`src/rtl/systolic_chain_sequencer_if.sv`:
```
// Host byte stream, result byte stream and PE-chain control bundle for the chain sequencer.
// master is the sequencer side; slave is the host/consumer/chain side.
interface systolic_chain_sequencer_if #(
  parameter int unsigned DATA_W = 8,
  parameter int unsigned ACC_W  = 16
);
  logic [DATA_W-1:0] in_data;
  logic              in_valid;
  logic              in_ready;
  logic [7:0]        out_data;
  logic              out_valid;
  logic              out_ready;
  logic              pe_w_load;
  logic [DATA_W-1:0] pe_w_data;
  logic              pe_acc_clr;
  logic              pe_x_valid;
  logic [DATA_W-1:0] pe_x_data;
  logic              pe_out_shift;
  logic [ACC_W-1:0]  pe_res;

  modport master (
    input  in_data, in_valid, out_ready, pe_res,
    output in_ready, out_data, out_valid,
    output pe_w_load, pe_w_data, pe_acc_clr, pe_x_valid, pe_x_data, pe_out_shift
  );

  modport slave (
    output in_data, in_valid, out_ready, pe_res,
    input  in_ready, out_data, out_valid,
    input  pe_w_load, pe_w_data, pe_acc_clr, pe_x_valid, pe_x_data, pe_out_shift
  );
endinterface

```
`src/rtl/systolic_chain_sequencer.sv`:
```
// Runs one job through a weight-stationary PE chain: load weights, clear, stream activations,
// drain, then unload each accumulator tail-first as little-endian bytes.
module systolic_chain_sequencer #(
  parameter int unsigned N_PE   = 4,
  parameter int unsigned DATA_W = 8,
  parameter int unsigned ACC_W  = 16
) (
  input  logic       clk,
  input  logic       rst_n,
  input  logic       start_i,
  input  logic [7:0] vec_len_i,
  input  logic       abort_i,
  output logic       busy_o,
  output logic       done_o,
  output logic       err_o,
  systolic_chain_sequencer_if.master bus
);

  localparam int unsigned NB = ACC_W / 8;
  localparam int unsigned BW = (NB > 1) ? $clog2(NB) : 1;
  localparam int unsigned RW = $clog2(N_PE);
  localparam int unsigned WW = $clog2(N_PE) + 1;
  localparam int unsigned DW = $clog2(N_PE + 2);

  typedef enum logic [2:0] {
    StIdle, StLoadW, StAccClr, StStream, StDrain, StRead, StShift, StDone
  } state_e;

  state_e            state_q;
  logic [7:0]        vec_len_q;
  logic [WW-1:0]     w_cnt_q;
  logic [7:0]        x_cnt_q;
  logic [DW-1:0]     drain_cnt_q;
  logic [BW-1:0]     byte_cnt_q;
  logic [RW-1:0]     res_cnt_q;
  logic              in_ready_q;
  logic              out_valid_q;
  logic              pe_w_load_q;
  logic [DATA_W-1:0] pe_w_data_q;
  logic              pe_acc_clr_q;
  logic              pe_x_valid_q;
  logic [DATA_W-1:0] pe_x_data_q;
  logic              pe_out_shift_q;
  logic              busy_q;
  logic              done_q;
  logic              err_q;
  logic [7:0]        out_byte;

  always_ff @(posedge clk or negedge rst_n) begin
    if (!rst_n) begin
      state_q        <= StIdle;
      vec_len_q      <= '0;
      w_cnt_q        <= '0;
      x_cnt_q        <= '0;
      drain_cnt_q    <= '0;
      byte_cnt_q     <= '0;
      res_cnt_q      <= '0;
      in_ready_q     <= 1'b0;
      out_valid_q    <= 1'b0;
      pe_w_load_q    <= 1'b0;
      pe_w_data_q    <= '0;
      pe_acc_clr_q   <= 1'b0;
      pe_x_valid_q   <= 1'b0;
      pe_x_data_q    <= '0;
      pe_out_shift_q <= 1'b0;
      busy_q         <= 1'b0;
      done_q         <= 1'b0;
      err_q          <= 1'b0;
    end else if (abort_i) begin
      // Abort wins over start; any partially sent result is dropped.
      state_q        <= StIdle;
      vec_len_q      <= '0;
      w_cnt_q        <= '0;
      x_cnt_q        <= '0;
      drain_cnt_q    <= '0;
      byte_cnt_q     <= '0;
      res_cnt_q      <= '0;
      in_ready_q     <= 1'b0;
      out_valid_q    <= 1'b0;
      pe_w_load_q    <= 1'b0;
      pe_w_data_q    <= '0;
      pe_acc_clr_q   <= 1'b0;
      pe_x_valid_q   <= 1'b0;
      pe_x_data_q    <= '0;
      pe_out_shift_q <= 1'b0;
      busy_q         <= 1'b0;
      done_q         <= 1'b0;
      err_q          <= 1'b0;
    end else begin
      pe_w_load_q    <= 1'b0;
      pe_w_data_q    <= '0;
      pe_acc_clr_q   <= 1'b0;
      pe_x_valid_q   <= 1'b0;
      pe_x_data_q    <= '0;
      pe_out_shift_q <= 1'b0;
      done_q         <= 1'b0;
      err_q          <= 1'b0;

      unique case (state_q)
        StIdle: begin
          if (start_i) begin
            if (vec_len_i != 8'd0) begin
              vec_len_q  <= vec_len_i;
              w_cnt_q    <= '0;
              x_cnt_q    <= '0;
              in_ready_q <= 1'b1;
              busy_q     <= 1'b1;
              state_q    <= StLoadW;
            end else begin
              err_q <= 1'b1;
            end
          end
        end

        StLoadW: begin
          if (bus.in_valid && in_ready_q) begin
            pe_w_load_q <= 1'b1;
            pe_w_data_q <= bus.in_data;
            w_cnt_q     <= w_cnt_q + WW'(1);
            if (w_cnt_q == WW'(N_PE - 1)) begin
              in_ready_q <= 1'b0;
              state_q    <= StAccClr;
            end
          end
        end

        StAccClr: begin
          pe_acc_clr_q <= 1'b1;
          in_ready_q   <= 1'b1;
          state_q      <= StStream;
        end

        StStream: begin
          if (bus.in_valid && in_ready_q) begin
            pe_x_valid_q <= 1'b1;
            pe_x_data_q  <= bus.in_data;
            x_cnt_q      <= x_cnt_q + 8'd1;
            if (x_cnt_q == vec_len_q - 8'd1) begin
              in_ready_q  <= 1'b0;
              drain_cnt_q <= '0;
              state_q     <= StDrain;
            end
          end
        end

        // N_PE+1 cycles: last activation reaches the tail PE plus one register stage.
        StDrain: begin
          drain_cnt_q <= drain_cnt_q + DW'(1);
          if (drain_cnt_q == DW'(N_PE)) begin
            out_valid_q <= 1'b1;
            byte_cnt_q  <= '0;
            res_cnt_q   <= '0;
            state_q     <= StRead;
          end
        end

        StRead: begin
          if (bus.out_ready) begin
            if (byte_cnt_q == BW'(NB - 1)) begin
              byte_cnt_q  <= '0;
              out_valid_q <= 1'b0;
              if (res_cnt_q == RW'(N_PE - 1)) begin
                done_q  <= 1'b1;
                state_q <= StDone;
              end else begin
                res_cnt_q      <= res_cnt_q + RW'(1);
                pe_out_shift_q <= 1'b1;
                state_q        <= StShift;
              end
            end else begin
              byte_cnt_q <= byte_cnt_q + BW'(1);
            end
          end
        end

        // Chain shifts at the end of this cycle; next result is visible on pe_res after it.
        StShift: begin
          out_valid_q <= 1'b1;
          state_q     <= StRead;
        end

        StDone: begin
          busy_q  <= 1'b0;
          state_q <= StIdle;
        end

        default: state_q <= StIdle;
      endcase
    end
  end

  // Result byte is muxed straight from pe_res, which the chain holds steady while unloading.
  always_comb begin
    out_byte = '0;
    for (int b = 0; b < NB; b++) begin
      if (out_valid_q && byte_cnt_q == BW'(b)) begin
        out_byte = bus.pe_res[b*8 +: 8];
      end
    end
  end

  assign bus.in_ready     = in_ready_q;
  assign bus.out_valid    = out_valid_q;
  assign bus.out_data     = out_byte;
  assign bus.pe_w_load    = pe_w_load_q;
  assign bus.pe_w_data    = pe_w_data_q;
  assign bus.pe_acc_clr   = pe_acc_clr_q;
  assign bus.pe_x_valid   = pe_x_valid_q;
  assign bus.pe_x_data    = pe_x_data_q;
  assign bus.pe_out_shift = pe_out_shift_q;
  assign busy_o           = busy_q;
  assign done_o           = done_q;
  assign err_o            = err_q;

endmodule

```
`src/flat_wrapper.sv`:
```
// flat-port wrapper written by rule: the top's interface ports become plain ports
module systolic_chain_sequencer_flat 
#(
  parameter int unsigned N_PE   = 4,
  parameter int unsigned DATA_W = 8,
  parameter int unsigned ACC_W  = 16
)
  (clk, rst_n, start_i, vec_len_i, abort_i, busy_o, done_o, err_o, bus_in_data, bus_in_valid, bus_out_ready, bus_pe_res, bus_in_ready, bus_out_data, bus_out_valid, bus_pe_w_load, bus_pe_w_data, bus_pe_acc_clr, bus_pe_x_valid, bus_pe_x_data, bus_pe_out_shift);
  systolic_chain_sequencer_if #(.DATA_W(DATA_W), .ACC_W(ACC_W)) bus_i ();
  input  logic clk;
  input  logic rst_n;
  input  logic start_i;
  input  logic [7:0] vec_len_i;
  input  logic abort_i;
  output logic busy_o;
  output logic done_o;
  output logic err_o;
  input wire logic [$bits(bus_i.in_data)-1:0] bus_in_data;
  input wire logic [$bits(bus_i.in_valid)-1:0] bus_in_valid;
  input wire logic [$bits(bus_i.out_ready)-1:0] bus_out_ready;
  input wire logic [$bits(bus_i.pe_res)-1:0] bus_pe_res;
  output wire logic [$bits(bus_i.in_ready)-1:0] bus_in_ready;
  output wire logic [$bits(bus_i.out_data)-1:0] bus_out_data;
  output wire logic [$bits(bus_i.out_valid)-1:0] bus_out_valid;
  output wire logic [$bits(bus_i.pe_w_load)-1:0] bus_pe_w_load;
  output wire logic [$bits(bus_i.pe_w_data)-1:0] bus_pe_w_data;
  output wire logic [$bits(bus_i.pe_acc_clr)-1:0] bus_pe_acc_clr;
  output wire logic [$bits(bus_i.pe_x_valid)-1:0] bus_pe_x_valid;
  output wire logic [$bits(bus_i.pe_x_data)-1:0] bus_pe_x_data;
  output wire logic [$bits(bus_i.pe_out_shift)-1:0] bus_pe_out_shift;
  assign bus_i.in_data = bus_in_data;
  assign bus_i.in_valid = bus_in_valid;
  assign bus_i.out_ready = bus_out_ready;
  assign bus_i.pe_res = bus_pe_res;
  assign bus_in_ready = bus_i.in_ready;
  assign bus_out_data = bus_i.out_data;
  assign bus_out_valid = bus_i.out_valid;
  assign bus_pe_w_load = bus_i.pe_w_load;
  assign bus_pe_w_data = bus_i.pe_w_data;
  assign bus_pe_acc_clr = bus_i.pe_acc_clr;
  assign bus_pe_x_valid = bus_i.pe_x_valid;
  assign bus_pe_x_data = bus_i.pe_x_data;
  assign bus_pe_out_shift = bus_i.pe_out_shift;
  systolic_chain_sequencer #(.N_PE(N_PE), .DATA_W(DATA_W), .ACC_W(ACC_W)) u_core (.clk(clk), .rst_n(rst_n), .start_i(start_i), .vec_len_i(vec_len_i), .abort_i(abort_i), .busy_o(busy_o), .done_o(done_o), .err_o(err_o), .bus(bus_i));
endmodule
```
`config.mk`:
```
export PLATFORM = sky130hd
export DESIGN_NAME = systolic_chain_sequencer_flat
export DESIGN_NICKNAME = d
export VERILOG_FILES = /design/src/rtl/systolic_chain_sequencer_if.sv /design/src/rtl/systolic_chain_sequencer.sv /design/src/flat_wrapper.sv
export SDC_FILE = /design/constraint.sdc
export NUM_CORES = 1
export LEC_CHECK = 0
export ABC_CLOCK_PERIOD_IN_PS = 1800
export BUFFER_PORTS_ARGS = -buffer_cell sky130_fd_sc_hd__buf_2
export CAP_MARGIN = 20
export CORE_MARGIN = 5
export CORE_UTILIZATION = 48
export DETAILED_ROUTE_END_ITERATION = 10
export GPL_TIMING_DRIVEN = 0
export PLACE_DENSITY_LB_ADDON = 0.15
export SLEW_MARGIN = 20
export SYNTH_ARGS = -nofsm -noshare
export SYNTH_HDL_FRONTEND = slang
export SYNTH_SLANG_ARGS = --single-unit
```
`constraint.sdc`:
```
create_clock -name clk -period 1.8 [get_ports clk]
set_input_delay 0.09 -clock clk [delete_from_list [all_inputs] [get_ports clk]]
set_output_delay 0.09 -clock clk [all_outputs]
set_load 0.02 [all_outputs]
```
==> flow_summary.yaml, run 1 <==
setup_path:
  required_ns: 2.02
  end_kind: "flop"
  start_kind: "flop"
  crit_chain: "inv_2, ha_4, xnor2_1, and4b_1, a41o_1, a21oi_4, and4bb_1, o21ba_1"
  cp.arrival_ns: 2.07
  worstSetupPathType: "reg -> reg"
  worst_path_largest_cell_delay_ns: 0.40
  crit_fanout: 4
  cp_slowest_cell: "dfrtp_1"
yosys:
  synth_cells: 282
  synthMuxAreaShare: 0.0832
  ys_warn_count: 0
  yosysTopAreaCell: "dfrtp_1"
  synthSimpleGateAreaFrac: 0.237
  yosys.cell_types.count: 60
  synth_compound_area_frac: 0.124
  synth_flop_cell: "dfrtp_1"
  synthAdderAreaFrac: 0.0297
  yosys.area.top_type_share: 0.450
  synth_top_family_by_area: "simple AND/OR/NAND/NOR gates"
  synth-edff-count: 0
  ys_seq_area_frac: 0.450
  netlist_top_cells_area: "dfrtp_1, mux2i_1, and2_1"
  synthXorXnorAreaFrac: 0.0327
  async_flop_share: 1.00
  synth_nets: 327
  synth_area_mm2: 0.00295
  synth.avg_cell_area_um2: 10.5
  synth_seq_cells: 53
die:
  fp-row-count: 28
  start_util: 0.495
  design.die.area_mm2: 0.00781
  die_y_um: 88.4
  core_area_mm2: 0.00596
  dieWidth_um: 88.4
  ios: 71
timing:
  fin_crit_sh: 1.03
  rsz0062_at_grt: "true"
  tightest_slew_ns: 0.658
  hold_violations: 0
  setup-violations-final: 1
  finalMaxSlewViolations: 0
  max_freq_mhz: 540
  relSlewSlack: 0.561
  period_needed_ns: 1.85
  fin_skew_ns: 0.00846
  setup_ws_ns: -0.0518
clock_tree:
  htreeDepth: 2
  root_buffer: "clkbuf_8"
  cts_tree: "yes"
  cts_buffers: 5
  clk_pin_slew_ns: 0.11
  clock_latency_ns: 0.32
  cts.sinks: 53
  clock_path_buffers: 2
final_layout:
  seqCellArea_mm2: 0.00133
  fillers: 469
  stdcell_area_mm2: 0.00394
  nets: 434
  drive_gt1_frac: 0.438
  diodes: 0
  layout.cells.non_filler: 465
  multi_input_area_mm2: 0.00167
  synthToLayoutAreaGrowth_pct: 33.7
route:
  drt_iter0_markers: 130
  drt_wl_total_um: 6940
  viasPerCell: 5.28
  first_pass_iters: 4
  ant_nets: 0
  vias: 2455
  post-route-drc-count: 0
  routedWlPerCell_um: 14.9
power_and_ir_drop:
  ir_drop_uv: 537
  cellLeakagePower_nw: 1.92
  power.density_mw_per_mm2: 935
hold_path:
  hold_class: "in -> reg"
global_route:
  globalRoute.totalOverflow: 0
  grt_pass1_wl_um: 11100
  grt_max_degree: 54
  gr-usage-all-layers: 0.180
  grt_antenna_before_repair: 0
  grt_pass1_vias: 2374
outcome:
  violations: "setup timing"
  status: "finished, violations left"
placed_design:
  gp_congestion: 0.919
  portBuffers: 70
  dp.cells: 427
  post_dp_cell_area_mm2: 0.00340
  dp_hpwl_um: 4730
run:
  maxCapViolCount: 0
[cells by family after synthesis]
| logic type | after synthesis |
|---|---|
| AOI/OAI and AO/OA | 50 |
| xor gates and xnor gates | 11 |
| adders and majority gates | 7 |
| buffers and inverters | 22 |
| DFF | 53 |
| muxes | 21 |
| and+or+nand+nor | 118 |
[power by group]
group          total (mW)  switching, mW  leakage (nW)  internal [mW]
logic                1.52          0.778          1.15          0.746
registers            1.42          0.122         0.720           1.29
clock network       0.746          0.453        0.0506          0.292
total                3.69           1.35          1.92           2.33
[worst max-delay path, delay by kind of cell (launching register included)]
family                   cells  cell delay (ns)
XOR/XNOR                     1             0.12
adder cells (fa/ha/maj)      1             0.18
AO/OA/AOI/OAI                3             0.60
AND/OR/NAND/NOR              2             0.38
flip-flops                   1             0.40
buffers and inverters        1             0.07
[synthesized netlist by cell type (2+ instances only)]
library cell / number
buf_2: 3
buf_1: 2
clkbuf_8: 2
and3_1: 3
or3_1: 3
a21oi_1: 6
dfrtp_1: 53
o21ai_0: 14
o221ai_1: 2
nand2b_1: 7
buf_4: 2
and2_1: 17
nand2_1: 16
ha_1: 7
nor4_2: 2
nor3_1: 8
nor2b_1: 16
nand3b_1: 2
a311oi_1: 2
nor3b_1: 2
nand3_1: 5
a22o_1: 3
mux2i_1: 11
nor3_2: 2
buf_6: 2
xor2_1: 2
o31ai_1: 5
clkbuf_1: 3
a31oi_1: 4
mux2_4: 6
inv_1: 7
nor2_1: 22
nand4_1: 3
xnor2_1: 9
mux2_2: 4
[registers in the layout, summed over array words and instances (netlist names), 2 cells and up]
signal / flops
u_core.bus.pe_w_data: 8
u_core.bus.pe_x_data: 8
u_core.drain_cnt_q: 3
u_core.res_cnt_q: 2
u_core.state_q: 3
u_core.vec_len_q: 8
u_core.w_cnt_q: 3
u_core.x_cnt_q: 8
[final timing paths]
path | startpoint | endpoint | slack [ns] | cells after the start
max | u_core.vec_len_q[1]$_DFFE_PN0P_ | u_core.state_q[2]$_DFFE_PN0P_ | -0.05 | 8
min | start_i | u_core.err_o$_DFF_PN0_ | 0.02 | 3
max reg2reg | u_core.vec_len_q[1]$_DFFE_PN0P_ | u_core.state_q[2]$_DFFE_PN0P_ | -0.05 | 8
min reg2reg | u_core.drain_cnt_q[2]$_DFFE_PN0P_ | u_core.drain_cnt_q[2]$_DFFE_PN0P_ | 0.49 | 1
max in group asynchronous | rst_n | u_core.state_q[1]$_DFFE_PN0P_ | 0.98 | 2
min in group asynchronous | rst_n | u_core.bus.pe_x_data[6]$_DFF_PN0_ | 0.34 | 2
[layer usage]
metal | track usage | vias up | routed length [µm] | share of wire
li1 | - | 1210 | - | -
met1 | 0.240 | 1181 | 3110 | 0.45
met2 | 0.288 | 57 | 3270 | 0.47
met3 | 0.0596 | 7 | 493 | 0.071
met4 | 0.0398 | 0 | 61 | 0.0088
met5 | 0 | - | 0 | 0
[placed cells by master (no fill, tap or decap), drive strengths merged, types with 2 or more instances in the layout]
cell type / netlist / final
nand2: 16 / 16
inv: 8 / 10
ha: 7 / 7
nor4: 2 / 2
mux2: 10 / 10
nor2b: 17 / 17
o21ai: 16 / 16
nor3b: 2 / 2
a21oi: 7 / 7
nand3b: 2 / 2
mux2i: 11 / 11
o31ai: 5 / 5
a31oi: 4 / 4
xor2: 2 / 2
or3: 3 / 3
xnor2: 9 / 9
dfrtp: 53 / 53
nor2: 22 / 22
nand3: 6 / 6
nand2b: 8 / 8
dlygate4sd3: 0 / 9
buf: 9 / 100
and3: 5 / 5
nor3: 11 / 11
a22o: 3 / 3
and2: 17 / 17
o221ai: 3 / 3
a311oi: 2 / 2
nand4: 4 / 4
clkbuf: 5 / 10
[repair_timing]
action | CTS | global route
gates cloned | 0 | 0
hold buffers | 9 | 0
endpoints found under the setup margin | 29 | 32
pin swaps | 6 | 10
buffers inserted | 4 | 17
endpoints found under the hold margin | 69 | 0
gates resized for setup | 16 | 37
[through the flow]
stage          TNS, ns  hold slack (ns)  setup WS [ns]   util  total power, mW
6_report       -0.0518           0.0184        -0.0518  0.662             3.69
5_1_grt         -0.618          0.00761         -0.116  0.662             3.91
4_1_cts        -0.0703          0.00774        -0.0411  0.619             3.41
3_5_place_dp     -1.57            0.174         -0.163  0.570             2.50
3_3_place_gp     -1.35            0.306         -0.147  0.570             2.49
2_1_floorplan        0           -0.206        0.00371      -             2.23
[layout make-up]
class / count / share of cell area
multi-input cells: 207 / 0.424
flip-flops and latches: 53 / 0.338
repair buffers: 100 / 0.153
plain buffers: 14 / 0.0282
well taps: 75 / 0.0238
clock buffers: 5 / 0.0175
inverters: 8 / 0.00762
clock inverters: 3 / 0.00730
(Power assumes the default switching activity.)
==> run 2: changes to the inputs <==
- SKIP_CTS_REPAIR_TIMING: not set -> 1
==> run 2 against run 1 <==
Compared with the run above: clock-buffer cell count unchanged; the run still ends with setup timing left; utilization is essentially flat; die area did not move; design area about the same; clock power shrank 0.7%; cell count decreased by 0.65%; sequential cell count stayed put; non-clock buffer count decreased by 3; hold slack improved by 0.0099 ns; wire length shrank 2.1%; critical path type unchanged; sequential power barely moved; first-iteration DRC count shrank 17%.
==> flow_summary.yaml, run 2 (synthesized netlist as in run 1, its figures left out) <==
timing:
  finalMaxSlewViolations: 0
  period_needed_ns: 1.90
  fin_skew_ns: 0.00729
  fin_hold_ws_ns: 0.0282
  hold_violations: 0
  fin_crit_sh: 1.06
  tightest_slew_ns: 0.673
  relSlewSlack: 0.551
  max_freq_mhz: 526
  setup_ws_ns: -0.101
  tns_ns: -0.218
  setup-violations-final: 5
  rsz0062_at_grt: "true"
setup_path:
  start_kind: "flop"
  crit_fanout: 4
  r2r-end: "u_core.state_q[2]$_DFFE_PN0P_"
  worstRegToRegCells: 8
  cp.arrival_ns: 2.11
  crit_chain: "inv_2, ha_4, xnor2_1, and4b_1, a41o_1, a21oi_4, and4bb_1, o21ba_1"
  cp_slowest_cell: "dfrtp_1"
  worst_path_largest_cell_delay_ns: 0.41
  worstSetupPathType: "reg -> reg"
  required_ns: 2.01
  end_kind: "flop"
  reg2reg_slack_ns: -0.10
  r2r_start: "u_core.vec_len_q[1]$_DFFE_PN0P_"
clock_tree:
  root_buffer: "clkbuf_8"
  clock_latency_ns: 0.32
  clk_pin_slew_ns: 0.10
  cts.sinks: 53
  clock_path_buffers: 2
  cts_buffers: 5
  htreeDepth: 2
  cts_tree: "yes"
global_route:
  grt_pass1_vias: 2273
  globalRoute.totalOverflow: 0
  grt_pass1_wl_um: 10600
  gr-usage-all-layers: 0.173
  grt_antenna_before_repair: 0
  grt_max_degree: 54
route:
  drt_iter0_markers: 108
  viasPerCell: 5.33
  ant_nets: 0
  drt_wl_total_um: 6800
  vias: 2461
  routedWlPerCell_um: 14.7
  post-route-drc-count: 0
  first_pass_iters: 4
die:
  start_util: 0.495
  ios: 71
  fp-row-count: 28
  core_area_mm2: 0.00596
  dieWidth_um: 88.4
  die_y_um: 88.4
  design.die.area_mm2: 0.00781
final_layout:
  drive_gt1_frac: 0.442
  fin_util: 0.662
  nets: 431
  final_cell_mix: "buf_2, dfrtp_1, buf_4"
  final_common_cell: "buf_2"
  diodes: 0
  synthToLayoutAreaGrowth_pct: 33.7
  stdcell_area_mm2: 0.00394
outcome:
  status: "finished, violations left"
  violations: "setup timing"
hold_path:
  worstHoldPathCells: 3
  whs_endpoint: "u_core.err_o$_DFF_PN0_"
  hold_class: "in -> reg"
  min_from: "start_i"
power_and_ir_drop:
  ir_drop_uv: 528
  cellLeakagePower_nw: 1.91
  power_mw: 3.73
  power.density_mw_per_mm2: 947
run:
  maxCapViolCount: 0
placed_design:
  portBuffers: 70
  post_dp_cell_area_mm2: 0.00340
  gp_congestion: 0.919
  dp_hpwl_um: 4730
run 2: cell types whose count changed in the layout (fill, tap and decap cells not counted), sizes merged:
cell / previous run / this run
clkbuf: 10 / 11
buf: 100 / 96
run 2: how the worst max path moves through the flow:
stage | startpoint | end | slack [ns] | cells past startpoint
final | u_core.vec_len_q[1]$_DFFE_PN0P_ | u_core.state_q[2]$_DFFE_PN0P_ | -0.10 | 8
after global routing | u_core.vec_len_q[1]$_DFFE_PN0P_ | u_core.state_q[1]$_DFFE_PN0P_ | -0.15 | 9
after CTS | u_core.vec_len_q[0]$_DFFE_PN0P_ | u_core.state_q[2]$_DFFE_PN0P_ | -0.19 | 8
after detailed placement | u_core.vec_len_q[0]$_DFFE_PN0P_ | u_core.state_q[2]$_DFFE_PN0P_ | -0.16 | 8
after global placement | u_core.vec_len_q[0]$_DFFE_PN0P_ | u_core.state_q[0]$_DFFE_PN0P_ | -0.15 | 7
after floorplan | u_core.vec_len_q[0]$_DFFE_PN0P_ | u_core.state_q[2]$_DFFE_PN0P_ | 0.004 | 8
run 2: report_power, final:
group	leakage, nW	total (mW)	switching, mW	internal [mW]
clock	0.0506	0.741	0.449	0.292
sequential	0.718	1.43	0.141	1.29
combinational	1.14	1.56	0.780	0.775
run 2: final cells by class:
class	instances	area [µm²]
inverters	8	30.0
flip-flops and latches	53	1330
plain buffers	14	111
multi-input cells	207	1700
fillers	464	2020
clock buffers	5	68.8
repair buffers	97	578
well taps	75	93.8
clock inverters	3	28.8
run 2: critical path: cells and delay by family (launching register included):
kind / cells / cell delay [ns]
xor+xnor: 1 / 0.12
simple gates: 2 / 0.41
flops: 1 / 0.41
compound gates: 3 / 0.60
buf+inv: 1 / 0.07
fa+ha+maj: 1 / 0.18
run 2: routing by layer:
layer	wire length, µm	part of all wire	vias up	global-route usage
li1	-	-	1201	-
met4	65	0.0096	0	0.0398
met2	3200	0.47	73	0.271
met1	2970	0.44	1180	0.233
met5	0	0	-	0
met3	554	0.081	7	0.0605
run 2: through the flow:
step / worst slack (ns) / cells
after floorplan: 0.00371 / 282
after global placement: -0.147 / 427
after detailed placement: -0.163 / 427
after CTS: -0.190 / 435
after global routing: -0.154 / 462
final: -0.101 / 462
==> run 3: changes to the inputs <==
- HOLD_SLACK_MARGIN: not set -> 0.1
==> run 3 against run 2 <==
Compared with the run above: the run still ends with setup timing left; clock skew grew 0.00054 ns; cell count grew 0.65%; utilization grew 0.50 points; first-iteration DRC count grew 5.6%; critical endpoint unchanged; via count shrank 0.28%; sequential cell count is the same; hold slack gained 0.090 ns; clock power is essentially flat; die area is the same; worst setup slack lost 0.015 ns.
==> flow_summary.yaml, run 3 (synthesized netlist as in run 1, its figures left out) <==
global_route:
  met1_usage: 0.233
  gr-usage-all-layers: 0.173
  globalRoute.totalOverflow: 0
  met2_usage: 0.271
  grt_pass1_wl_um: 10600
  busiest_layer: "met2"
  use_met3: 0.0605
  grt_antenna_before_repair: 0
  grt_pass1_vias: 2273
  grt_max_degree: 54
final_layout:
  final_common_cell: "buf_2"
  final_cell_mix: "buf_2, dfrtp_1, buf_4"
  synthToLayoutAreaGrowth_pct: 34.7
  stdcell_area_mm2: 0.00397
  drive_gt1_frac: 0.438
  layout.cells.non_filler: 465
  diodes: 0
  nets: 434
  fillers: 460
timing:
  period_needed_ns: 1.92
  relSlewSlack: 0.554
  tns_ns: -0.304
  max_freq_mhz: 522
  finalMaxSlewViolations: 0
  setup-violations-final: 5
  tightest_slew_ns: 0.669
  setup_ws_ns: -0.115
  fin_crit_sh: 1.06
  hold_violations: 0
  rsz0062_at_grt: "true"
  fin_skew_ns: 0.00783
clock_tree:
  clock_path_buffers: 2
  cts.sinks: 53
  cts_tree: "yes"
  root_buffer: "clkbuf_8"
  htreeDepth: 2
  cts_buffers: 5
  clock_latency_ns: 0.32
  clk_pin_slew_ns: 0.10
die:
  ios: 71
  die_y_um: 88.4
  design.die.area_mm2: 0.00781
  start_util: 0.495
  core_area_mm2: 0.00596
  dieWidth_um: 88.4
  fp-row-count: 28
outcome:
  violations: "setup timing"
  status: "finished, violations left"
hold_path:
  min_from: "vec_len_i[7]"
  hold_class: "in -> reg"
  worstHoldPathCells: 4
route:
  routedWlPerCell_um: 14.8
  ant_nets: 0
  viasPerCell: 5.28
  vias: 2454
  drt_iter0_markers: 114
  post-route-drc-count: 0
  first_pass_iters: 4
  drt_wl_total_um: 6860
setup_path:
  startpoint: "u_core.vec_len_q[1]$_DFFE_PN0P_"
  worstRegToRegCells: 8
  end_kind: "flop"
  cp.arrival_ns: 2.13
  cp_slowest_cell: "dfrtp_1"
  start_kind: "flop"
  crit_family: "compound AO/OA/AOI/OAI gates"
  worst_path_largest_cell_delay_ns: 0.42
  worstSetupPathType: "reg -> reg"
  crit_chain: "inv_2, ha_4, xnor2_1, and4b_1, a41o_1, a21oi_4, and4bb_1, o21ba_1"
  cp_num_buf_inv: 1
  required_ns: 2.01
  crit_fanout: 4
  crit_cells: 8
  r2r_start: "u_core.vec_len_q[1]$_DFFE_PN0P_"
  reg2reg_slack_ns: -0.12
placed_design:
  portBuffers: 70
  gp_congestion: 0.919
  dp_hpwl_um: 4730
  post_dp_cell_area_mm2: 0.00340
  dp.cells: 427
  dp_slack_ns: -0.163
power_and_ir_drop:
  power.density_mw_per_mm2: 943
  power_mw: 3.74
  ir_drop_uv: 581
  cellLeakagePower_nw: 1.92
run:
  maxCapViolCount: 0
[run 3: layout make-up]
class,count,area (µm²),share of cell area
Tap cell,75,93.8,0.0236
Sequential cell,53,1330,0.336
Timing Repair Buffer,100,608,0.153
Buffer,14,111,0.0280
Inverter,8,30.0,0.00756
Clock inverter,3,28.8,0.00725
Multi-Input combinational cell,207,1700,0.427
Clock buffer,5,68.8,0.0173
[run 3: layer usage]
metal  up-vias  wire, µm
li1       1206         -
met5         -         0
met4         0        65
met3         7       516
met2        68      3240
met1      1173      3040
[run 3: worst register-to-register path: stages (launching register included)]
cell and delay [ns]:
dfrtp_1 0.42, inv_2 0.08, ha_4 0.19, xnor2_1 0.12, and4b_1 0.17, a41o_1 0.23
a21oi_4 0.18, and4bb_1 0.24, o21ba_1 0.19
[run 3: power by group]
part	internal (mW)	switching, mW
logic	0.780	0.786
clock network	0.292	0.451
registers	1.29	0.141
total	2.37	1.38
[run 3: final timing paths]
check / to
max: u_core.state_q[2]$_DFFE_PN0P_
min: u_core.err_o$_DFF_PN0_
max reg2reg: u_core.state_q[2]$_DFFE_PN0P_
min reg2reg: u_core.w_cnt_q[2]$_DFFE_PN0P_
max in group asynchronous: u_core.vec_len_q[0]$_DFFE_PN0P_
min in group asynchronous: u_core.x_cnt_q[1]$_DFFE_PN0P_
[run 3: through the flow]
stage,hold WS [ns],util
2_1_floorplan,-0.206,-
3_3_place_gp,0.306,0.570
3_5_place_dp,0.174,0.570
4_1_cts,-0.172,0.587
5_1_grt,0.120,0.667
6_report,0.118,0.667
